## src/rtl/alu_pkg.sv

```systemverilog
// Shared ALU result definitions: flag bit positions and the buffered result entry layout.
package alu_pkg;
    localparam int ALU_W  = 4;
    localparam int FLAG_N = 3;
    localparam int FLAG_Z = 2;
    localparam int FLAG_C = 1;
    localparam int FLAG_V = 0;

    typedef struct packed {
        logic [ALU_W-1:0] y;
        logic [3:0]       flags;
    } result_entry_t;
endpackage

```

## src/rtl/alu_flag_gen.sv

```systemverilog
// Combinational {N,Z,C,V} flag builder for an ALU result word.
// Zero latency; no handshake.
module alu_flag_gen
    import alu_pkg::*;
#(
    parameter int WIDTH = 4
) (
    input  logic [WIDTH-1:0] in_y,
    input  logic             in_c,
    input  logic             in_v,
    output logic [3:0]       flags
);
    always_comb begin
        flags         = 4'b0000;
        flags[FLAG_N] = in_y[WIDTH-1];
        flags[FLAG_Z] = (in_y == '0);
        flags[FLAG_C] = in_c;
        flags[FLAG_V] = in_v;
    end
endmodule

```

## src/rtl/alu_result_stage.sv

```systemverilog
// ALU result FIFO with derived flags, sticky overflow and saturating overflow counter.
// One-cycle push-to-valid latency, no bypass; in_ready = !full && !flush, independent of out_ready.
module alu_result_stage
    import alu_pkg::*;
#(
    parameter int WIDTH = 4,
    parameter int DEPTH = 2,
    parameter int CNT_W = 8
) (
    input  logic                     clk,
    input  logic                     rst_n,
    input  logic                     in_valid,
    output logic                     in_ready,
    input  logic [WIDTH-1:0]         in_y,
    input  logic                     in_c,
    input  logic                     in_v,
    input  logic                     flush,
    input  logic                     clr_sticky,
    output logic                     out_valid,
    input  logic                     out_ready,
    output logic [WIDTH-1:0]         out_y,
    output logic [3:0]               out_flags,
    output logic [$clog2(DEPTH):0]   count,
    output logic                     sticky_v,
    output logic [CNT_W-1:0]         ovf_cnt
);
    localparam int AW = $clog2(DEPTH);
    localparam int CW = AW + 1;
    localparam logic [CW-1:0]    FULL_CNT = CW'(DEPTH);
    localparam logic [CNT_W-1:0] CNT_MAX  = '1;
    localparam logic [CNT_W-1:0] CNT_ONE  = CNT_W'(1);

    logic [WIDTH-1:0] r_mem_y [DEPTH];
    logic [3:0]       r_mem_f [DEPTH];
    logic [AW-1:0]    r_wr_ptr, r_rd_ptr;
    logic [CW-1:0]    r_cnt;
    logic [WIDTH-1:0] r_out_y;
    logic [3:0]       r_out_f;
    logic             r_sticky;
    logic [CNT_W-1:0] r_ovf;

    logic [3:0]       w_flags;
    logic             w_full, w_push, w_pop, w_vpush;
    logic [AW-1:0]    w_wr_nxt, w_rd_nxt;
    logic [CW-1:0]    w_cnt_nxt;
    logic [WIDTH-1:0] w_head_y;
    logic [3:0]       w_head_f;

    alu_flag_gen #(.WIDTH(WIDTH)) u_flag_gen (
        .in_y  (in_y),
        .in_c  (in_c),
        .in_v  (in_v),
        .flags (w_flags)
    );

    assign w_full    = (r_cnt == FULL_CNT);
    assign in_ready  = !w_full && !flush;
    assign w_push    = in_valid && in_ready;
    assign w_pop     = (r_cnt != '0) && out_ready;
    assign w_vpush   = w_push && in_v;
    assign out_valid = (r_cnt != '0);
    assign out_y     = r_out_y;
    assign out_flags = r_out_f;
    assign count     = r_cnt;
    assign sticky_v  = r_sticky;
    assign ovf_cnt   = r_ovf;

    always_comb begin
        w_wr_nxt  = r_wr_ptr;
        w_rd_nxt  = r_rd_ptr;
        w_cnt_nxt = r_cnt;
        if (flush) begin
            w_wr_nxt  = '0;
            w_rd_nxt  = '0;
            w_cnt_nxt = '0;
        end else begin
            if (w_push) w_wr_nxt = r_wr_ptr + 1'b1;
            if (w_pop)  w_rd_nxt = r_rd_ptr + 1'b1;
            if (w_push && !w_pop)      w_cnt_nxt = r_cnt + 1'b1;
            else if (!w_push && w_pop) w_cnt_nxt = r_cnt - 1'b1;
        end
    end

    // The output register preloads the next head; a push landing in that slot is forwarded.
    always_comb begin
        w_head_y = r_mem_y[w_rd_nxt];
        w_head_f = r_mem_f[w_rd_nxt];
        if (w_push && (r_wr_ptr == w_rd_nxt)) begin
            w_head_y = in_y;
            w_head_f = w_flags;
        end
    end

    always_ff @(posedge clk) begin
        if (w_push) begin
            r_mem_y[r_wr_ptr] <= in_y;
            r_mem_f[r_wr_ptr] <= w_flags;
        end
    end

    always_ff @(posedge clk or negedge rst_n) begin
        if (!rst_n) begin
            r_wr_ptr <= '0;
            r_rd_ptr <= '0;
            r_cnt    <= '0;
            r_out_y  <= '0;
            r_out_f  <= '0;
        end else begin
            r_wr_ptr <= w_wr_nxt;
            r_rd_ptr <= w_rd_nxt;
            r_cnt    <= w_cnt_nxt;
            if (w_cnt_nxt != '0) begin
                r_out_y <= w_head_y;
                r_out_f <= w_head_f;
            end
        end
    end

    // A V push in the same cycle as a clear wins over the clear.
    always_ff @(posedge clk or negedge rst_n) begin
        if (!rst_n) begin
            r_sticky <= 1'b0;
            r_ovf    <= '0;
        end else begin
            if (w_vpush)         r_sticky <= 1'b1;
            else if (clr_sticky) r_sticky <= 1'b0;

            if (clr_sticky)                    r_ovf <= w_vpush ? CNT_ONE : '0;
            else if (w_vpush && r_ovf != CNT_MAX) r_ovf <= r_ovf + 1'b1;
        end
    end
endmodule
```

## config.mk

```make
export PLATFORM = sky130hd
export DESIGN_NAME = alu_result_stage
export DESIGN_NICKNAME = d
export VERILOG_FILES = /design/src/rtl/alu_pkg.sv /design/src/rtl/alu_flag_gen.sv /design/src/rtl/alu_result_stage.sv
export SDC_FILE = /design/constraint.sdc
export NUM_CORES = 1
export LEC_CHECK = 0
export CAP_MARGIN = 20
export CORE_MARGIN = 2
export CORE_UTILIZATION = 41
export DETAILED_ROUTE_END_ITERATION = 8
export GPL_ROUTABILITY_DRIVEN = 0
export PLACE_DENSITY = 0.68
export SLEW_MARGIN = 20
export SYNTH_ARGS = -nofsm -noshare
export SYNTH_HDL_FRONTEND = slang
export SYNTH_SLANG_ARGS = --single-unit
```

## constraint.sdc

```tcl
create_clock -name clk -period 8.4 [get_ports clk]
set_clock_uncertainty 0.1 [all_clocks]
set_input_delay 0.84 -clock clk [delete_from_list [all_inputs] [get_ports clk]]
set_output_delay 0.84 -clock clk [all_outputs]
set_load 0.005 [all_outputs]
```

==> results of run 1 <==
## cell families (layout without fill, tap and decap cells)
| family | count (synthesis) | after routing | synth area share |
|---|---|---|---|
| AOI/OAI and AO/OA | 30 | 30 | 0.137 |
| xor gates and xnor gates | 10 | 10 | 0.0521 |
| adders and majority gates | 3 | 3 | 0.0223 |
| buffers and inverters | 15 | 51 | 0.0372 |
| DFF | 34 | 34 | 0.548 |
| muxes | 10 | 10 | 0.0648 |
| and+or+nand+nor | 46 | 46 | 0.139 |
## power by group
| group | total, mW | internal, mW | switching (mW) | leakage [nW] |
|---|---|---|---|---|
| sequential | 0.229 | 0.207 | 0.0219 | 0.388 |
| clock | 0.122 | 0.0668 | 0.0548 | 0.0455 |
| combinational | 0.222 | 0.119 | 0.104 | 0.375 |
| total | 0.573 | 0.392 | 0.180 | 0.808 |
## critical path, delay by kind of cell
family        cells  cell delay, ps
simple gates      1             180
buf+inv           2            1160
## placed cells by master, fill, tap and decap left out, types with 7 or more instances in the layout
cell	n
nor2_1	18
clkdlybuf4s50_1	32
nand2_1	7
inv_1	8
dfrtp_1	20
xnor2_1	8
edfxtp_1	14
o21ai_0	8
## path summary, 6_finish.rpt
path | startpoint | endpoint | cells after the start
max reg2reg | count[0] | out_flags[0] | 6
min | out_flags[1] | out_flags[1] | 1
max | flush | in_ready | 3
max in group asynchronous | rst_n | sticky_v | 1
min in group asynchronous | rst_n | out_flags[1] | 1
min reg2reg | out_flags[1] | out_flags[1] | 1
## final cells by class
cell class / instances / area, um^2 / area share
Timing Repair Buffer: 34 / 335 / 0.157
Clock buffer: 8 / 90.1 / 0.0421
Inverter: 9 / 33.8 / 0.0158
Tap cell: 50 / 62.6 / 0.0292
Multi-Input combinational cell: 99 / 697 / 0.326
Sequential cell: 34 / 921 / 0.430
## registers in the layout (all words and copies together), names as in the netlist
signal and flops:
r_wr_ptr 1, r_rd_ptr 1, ovf_cnt 8, r_mem_y 7, sticky_v 1, count 2
out_flags 4, r_mem_f 7, out_y 3
## synth_stat cells, types with 2 or more instances
cell type	count
a21oi_1	2
o21ai_0	8
nand2b_1	2
mux2i_1	3
mux2_1	6
a211oi_1	3
nor4b_1	2
buf_2	2
xnor2_1	8
nor2_1	18
nor2b_1	2
o21a_1	2
clkbuf_1	2
ha_1	3
dfrtp_1	20
nand2_1	7
nand3_1	6
o22ai_1	2
nor3_1	2
xor2_1	2
inv_1	8
a32oi_1	4
edfxtp_1	14
## per-layer routing
layer | track usage | vias to the layer above | share of wire
met2 | 0.302 | 29 | 0.50
met4 | 0.0650 | 0 | 0.0072
met5 | 0 | - | 0
met1 | 0.219 | 618 | 0.45
met3 | 0.0510 | 4 | 0.042
li1 | - | 609 | -
## through the flow
stage	setup WS [ps]	area, um^2	hold WS (ps)
global route	5210	2140	404
detailed placement	5050	2050	378
global placement	5110	2050	378
finish	5290	2140	393
CTS	5300	2140	394
floorplan	5370	1680	383
==> results.txt, run 1 <==
Req. time, crit path: 7460 ps
Yosys top cell by area: dfrtp_1
Final cell count without fillers: 234
Critical path, cell by cell: clkdlybuf4s50_1 > nor2_1 > clkdlybuf4s50_1
Ys async rst share: 0.588
Total GRT Usage: 0.180
Yosys warns: 0
Horiz. Die Dim: 68.0 um
Setup Viol. Count Final: 0
Slowest stage cell, crit path: clkdlybuf4s50_1
Initial antenna violation count: 0
Initial Utilization: 0.423
Hold crit path type: reg2reg
Outcome: finished clean
Cell area power density: 268 nW/um^2
Crit path top cell by count: clkdlybuf4s50_1
Maximum vdd drop: 113 uV
Drt drc: 0
Mapped Cells: 148
Critical path type: in2out
Synth top area share: 0.298
Max-cap violation count: 0
Leakage: 0.808 nW
Critical Path Sink Type: output pin
Top_reg_cell synth: dfrtp_1
CP max stage delay: 630 ps
Ant. Diodes: 0
RSZ-0062 raised after global routing: false
Gr ovfl total: 0
Clk Latency, worst-skew pair: 280 ps
Nets: 198
Post-synthesis register bit count: 34
Fill cell count: 355
Number of global-route vias before repair: 1,244
Average size of a mapped cell: 11.4 um^2
Core ar.: 3970 um^2
Number of flops mapped to enable cells by yosys: 14
Synth cell types: 43
Drt initial violations: 65
Num CTS Buffers: 5
Worst reg-to-reg setup slack: 5730 ps
Fin. max-slew vios: 0
Final HPWL from detailed placement: 2640 um
CTS Root Cell: clkbuf_8
Least-Margin Pin Slew: 909 ps
Post-route ant nets: 0
Setup bufs post-CTS: 0
Ports: 33
Total power draw: 0.573 mW
Max H-tree Level: 2
Util after Layout: 0.539
Syn Nets: 163
Area contributors post-synth: dfrtp_1 30%, edfxtp_1 25%, xnor2_1 4.2%
CTS tree: done
Drt total wl: 3630 um
Vias: 1,260
Rows: 23
Resized Gates After CTS: 0
CTS Buffer Depth: 2
CP Data Arrival Time: 2170 ps
# hold bufs at CTS: 0
First-pass GRT wire length: 5950 um
Crit path time final: 3110 ps
Wire length per cell: 15.5 um
Final hold violation count: 0
Tcrit/Tclk final: 0.371
Via/cell ratio: 5.38
Number of iterations in the first detailed-routing pass: 4
Largest net degree at the start of global routing: 21
Register area share after synthesis: 0.548
Die height: 68.0 um
Largest fanout on the critical path: 11
Worst-path clk slew: 70 ps
Layout area overhead: 27.3%
I/O Buffers: 32
Share of cells above drive strength 1: 0.0707
Critical Path Source Type: input pin
Clock sink total: 34
Fmax: 321 MHz
Placed cell count: 226
Cell Area, Synth: 1680 um^2
Slew headroom: 0.392
Fin Setup TNS: 0 ps
Die footprint: 4630 um^2
Power figures use the tool's default switching activity.
==> run 2: changes to the inputs <==
Settings changed: PLACE_DENSITY 0.68 to 0.7.
Clock period 8.4 ns to 2.6 ns, I/O delays scaled along.
==> results.txt, run 2 (synthesized netlist as in run 1, its figures left out) <==
Outcome: finished clean
Core ar.: 3970 um^2
Commonest non-fill, non-tap cell in the layout: clkdlybuf4s50_1
Final WS setup: 136 ps
Largest net degree at the start of global routing: 21
Post-route ant nets: 0
Most frequent cells in the layout: 32 x clkdlybuf4s50_1, 20 x dfrtp_1, 18 x nor2_1
Cell area power density: 850 nW/um^2
Pre-CTS setup slack: 113 ps
Initial antenna violation count: 0
Wire length per cell: 15.8 um
I/O Buffers: 32
Worst R2R Path Depth: 6
R2R Path Start: count[0]
Maximum vdd drop: 317 uV
Die footprint: 4630 um^2
Placed cell count: 231
Max reg flops: 8
Clk Latency, worst-skew pair: 280 ps
Total power draw: 1.86 mW
Num CTS Buffers: 5
First-pass GRT wire length: 6290 um
Final cell count without fillers: 239
Final HPWL from detailed placement: 2740 um
Least-Margin Pin Slew: 607 ps
Layout area overhead: 29.9%
Rows: 23
Die height: 68.0 um
Design area: 2180 um^2
Req. time, crit path: 2660 ps
Critical Path Source Type: flop
Critical Path Sink Type: flop
Max-cap violation count: 0
Fmax: 406 MHz
Ant. Diodes: 0
Worst-path clk slew: 70 ps
Largest fanout on the critical path: 7
Multi-input gate area: 712 um^2
Horiz. Die Dim: 68.0 um
RSZ-0062 raised after global routing: true
Drt drc: 0
Vias: 1,299
Crit path time final: 2460 ps
Leakage: 0.833 nW
Post-DP Area: 2090 um^2
Share of cells above drive strength 1: 0.111
Via/cell ratio: 5.44
CP Data Arrival Time: 2520 ps
Min Hold Slack: 223 ps
Fill cell count: 353
CTS tree: done
Fin. max-slew vios: 0
Nets: 203
Setup Viol. Count Final: 0
Util after Layout: 0.550
Worst Setup EP: out_flags[3]
CP startpoint: count[0]
Tcrit/Tclk final: 0.948
Drt total wl: 3790 um
Clock sink total: 34
Total GRT Usage: 0.187
# hold bufs at CTS: 0
Gr ovfl total: 0
Hold crit path type: in2async
Register area: 921 um^2
Drt initial violations: 74
Number of global-route vias before repair: 1,312
Final hold violation count: 0
Number of iterations in the first detailed-routing pass: 4
Slew headroom: 0.593
Fin Setup TNS: 0 ps
CTS Buffer Depth: 2
Critical path type: reg2reg
Ports: 33
Max H-tree Level: 2
Worst reg2reg path endpoint: out_flags[3]
CTS Root Cell: clkbuf_8
Initial Utilization: 0.423
Worst reg-to-reg setup slack: 140 ps
## run 2: changes by cell type in the layout (fill, tap and decap cells not counted)
cell	previous run	this run
buf_4	2	7
clkinv_1	0	1
nor4b_1	2	0
nor4b_2	0	2
nand2b_1	2	1
clkinv_2	0	1
nand2b_2	0	1
clkbuf_1	2	1
clkbuf_8	6	5
## run 2: cell type report
cell class                      instances  share of cell area
Tap cell                               50              0.0287
Sequential cell                        34               0.422
Clock inverter                          2             0.00401
Clock buffer                            6              0.0332
Inverter                                9              0.0155
Timing Repair Buffer                   39               0.171
Multi-Input combinational cell         99               0.326
## run 2: power by group
| group | switching, mW | total (mW) | internal (mW) |
|---|---|---|---|
| clock network | 0.182 | 0.366 | 0.184 |
| registers | 0.0736 | 0.741 | 0.668 |
| logic | 0.343 | 0.749 | 0.406 |
## run 2: how the worst min path moves through the flow
stage / start / to / slack (ps) / cells after the start
2_1_floorplan: rst_n / count[0] / -140 / 0
3_3_place_gp: out_flags[1] / out_flags[1] / 380 / 1
3_5_place_dp: out_flags[2] / out_flags[2] / 380 / 1
4_1_cts: rst_n / count[1] / 230 / 2
5_1_grt: rst_n / count[0] / 240 / 2
6_report: rst_n / count[1] / 220 / 2
## run 2: timing repair
action	CTS	global route
setup endpoints to repair	0	5
buffers inserted	0	0
resized for setup	0	2
## run 2: critical path, stage by stage, from the launching register on
cell and delay [ps]:
dfrtp_1 400, inv_1 130, ha_1 230, or3b_1 420, a311o_1 410, a21oi_4 280
mux2_1 370
## run 2: layer usage
layer | up-vias | GRT usage | share of wire
li1 | 619 | - | -
met1 | 635 | 0.239 | 0.44
met2 | 43 | 0.309 | 0.51
met3 | 2 | 0.0559 | 0.047
met4 | 0 | 0.0525 | 0.0042
met5 | - | 0 | 0
==> RTL edit (flow settings as in run 1) <==
`WIDTH` is set to 4 in 2 places; all go to 5.
--- a/src/rtl/alu_flag_gen.sv
+++ b/src/rtl/alu_flag_gen.sv
@@ -3,7 +3,7 @@
 module alu_flag_gen
     import alu_pkg::*;
 #(
-    parameter int WIDTH = 4
+    parameter int WIDTH = 5
 ) (
     input  logic [WIDTH-1:0] in_y,
     input  logic             in_c,
--- a/src/rtl/alu_result_stage.sv
+++ b/src/rtl/alu_result_stage.sv
@@ -3,7 +3,7 @@
 module alu_result_stage
     import alu_pkg::*;
 #(
-    parameter int WIDTH = 4,
+    parameter int WIDTH = 5,
     parameter int DEPTH = 2,
     parameter int CNT_W = 8
 ) (
Interface: changed (resized in_y and out_y); port bits go from 33 to 35. The function was not compared with the original's and may differ.
==> RTL edit against run 1 <==
Setup slack got worse by 13 ps; non-clock buffer count increased by 3; sequential cell count increased by 3; final area increased by 10%; total power increased by 14%; routed wire length increased by 8.8%; synthesized area increased by 11%; sequential share of layout area decreased by 0.48 points; count of clock-buffer cells in the layout decreased by 2; critical endpoint unchanged; largest cell class unchanged; largest power group unchanged.
==> RTL edit: results (changes against run 1) <==
- Hold Path End: out_y[1] (was out_flags[1])
- Mux contribution to synthesized area: 7.54% (was 6.48%)
- Mapped Nets: 174 (was 163)
- Cells after DPL: 239 (was 226)
- M2 GR Usage: 28.6% (was 30.2%)
- First-pass GRT wire length: 6.71 mm (was 5.95 mm)
- Clock Tree Buf Depth: 2 (unchanged)
- Outcome: complete, no violations (unchanged)
- Register area share after synthesis: 54.1% (was 54.8%)
- Fin cells: 248 (was 234)
- Synth cell count leaders: dfrtp_1, nor2_1, edfxtp_1 (unchanged)
- Hold path startpoint: out_y[1] (was out_flags[1])
- Worst R2R End: out_y[2] (was out_flags[0])
- Ys async rst share: 56.8% (was 58.8%)
- GR Layer Usage met3: 4.50% (was 5.10%)
- Synth cell types: 46 (was 43)
- Syn avg cell area: 11.8 um^2 (was 11.4 um^2)
- Synth area leaders: dfrtp_1, edfxtp_1, mux2_2 (was dfrtp_1, edfxtp_1, xnor2_1)
- # port buffers: 34 (was 32)
- WL final: 3.95 mm (was 3.63 mm)
- DR iter-0 viols: 51 (was 65)
- XOR/XNOR share of the synthesized area: 4.64% (was 5.21%)
- Antenna violations before repair: 0 (unchanged)
- VDD IR max: 0.000104 V (was 0.000113 V)
- Filler cell count: 373 (was 355)
- M1 GR Usage: 21.4% (was 21.9%)
- Post-synthesis adder-cell area fraction: 2.02% (was 2.23%)
- Global-route usage over all layers: 16.9% (was 18.0%)
- Hpwl dp: 2.83 mm (was 2.64 mm)
- Largest net degree at the start of global routing: 22 (was 21)
- Lkg Pwr: 0.000909 uW (was 0.000808 uW)
- Share of layout cells above drive strength 1: 14.8% (was 7.07%)
- Final nets: 211 (was 198)
- Compound-gate portion of the synthesized area: 13.2% (was 13.7%)
- Number of synthesized flops with an enable pin: 16 (was 14)
- PostCTS Resize Cnt: 0 (unchanged)
- Max reg flops: 9 (was 8)
- Arr. time, crit path: 2190 ps (was 2170 ps)
- Ys Warns: 0 (unchanged)
- Via density: 5.39 (was 5.38)
- Slew margin rel.: 50.4% (was 39.2%)
- Vias in the first global route: 1,417 (was 1,244)
==> RTL edit: changes by cell type after synthesis, moves of 2 or more <==
cell,before,now
xnor2_1,8,6
nand2_1,7,10
buf_6,0,2
and3_1,0,2
mux2_1,6,0
mux2_2,1,8
buf_2,2,0
edfxtp_1,14,16
a211oi_1,3,1
mux2i_1,3,5
==> RTL edit: worst max-delay path: stages <==
cell and delay (ps):
clkdlybuf4s50_1 640, nor2_1 190, clkdlybuf4s50_1 520
==> RTL edit: worst max-delay path by stage <==
stage / cells past startpoint / startpoint / end / slack [ps]
detailed placement: 5 / flush / out_flags[1] / 5030
floorplan: 6 / flush / out_flags[3] / 5310
CTS: 3 / flush / in_ready / 5270
global placement: 5 / flush / out_flags[3] / 5080
global route: 3 / flush / in_ready / 5230
finish: 3 / flush / in_ready / 5270
==> RTL edit: cell type report <==
cell class	instances	share of cell area [%]
Clock inverter	2	1.48
Timing Repair Buffer	37	15.7
Sequential cell	37	42.6
Multi-Input combinational cell	105	33.0
Tap cell	52	2.75
Clock buffer	6	3.07
Inverter	9	1.43
==> RTL edit: cell families after synthesis <==
kind of cell | Yosys count
DFF | 37
xor gates and xnor gates | 9
AOI/OAI and AO/OA | 29
buffers and inverters | 16
and+or+nand+nor | 51
adders and majority gates | 3
muxes | 13
==> RTL edit: stage by stage <==
stage / cell area (um^2) / hold slack [ps] / setup slack, ps
CTS: 2350 / 414 / 5270
floorplan: 1860 / 405 / 5310
detailed placement: 2240 / 396 / 5030
global route: 2360 / 429 / 5230
finish: 2360 / 406 / 5270
global placement: 2240 / 392 / 5080
==> RTL edit: where the power goes <==
| group | internal, uW | total (uW) | switching [uW] |
|---|---|---|---|
| logic | 139 | 251 | 112 |
| clock network | 88.0 | 149 | 61.2 |
| registers | 226 | 251 | 24.8 |
| total | 453 | 651 | 198 |
==> RTL edit: routing by layer <==
layer	wire length, um	up-vias
li1	-	642
met1	1740	660
met4	52	0
met2	1970	29
met5	0	-
met3	193	5
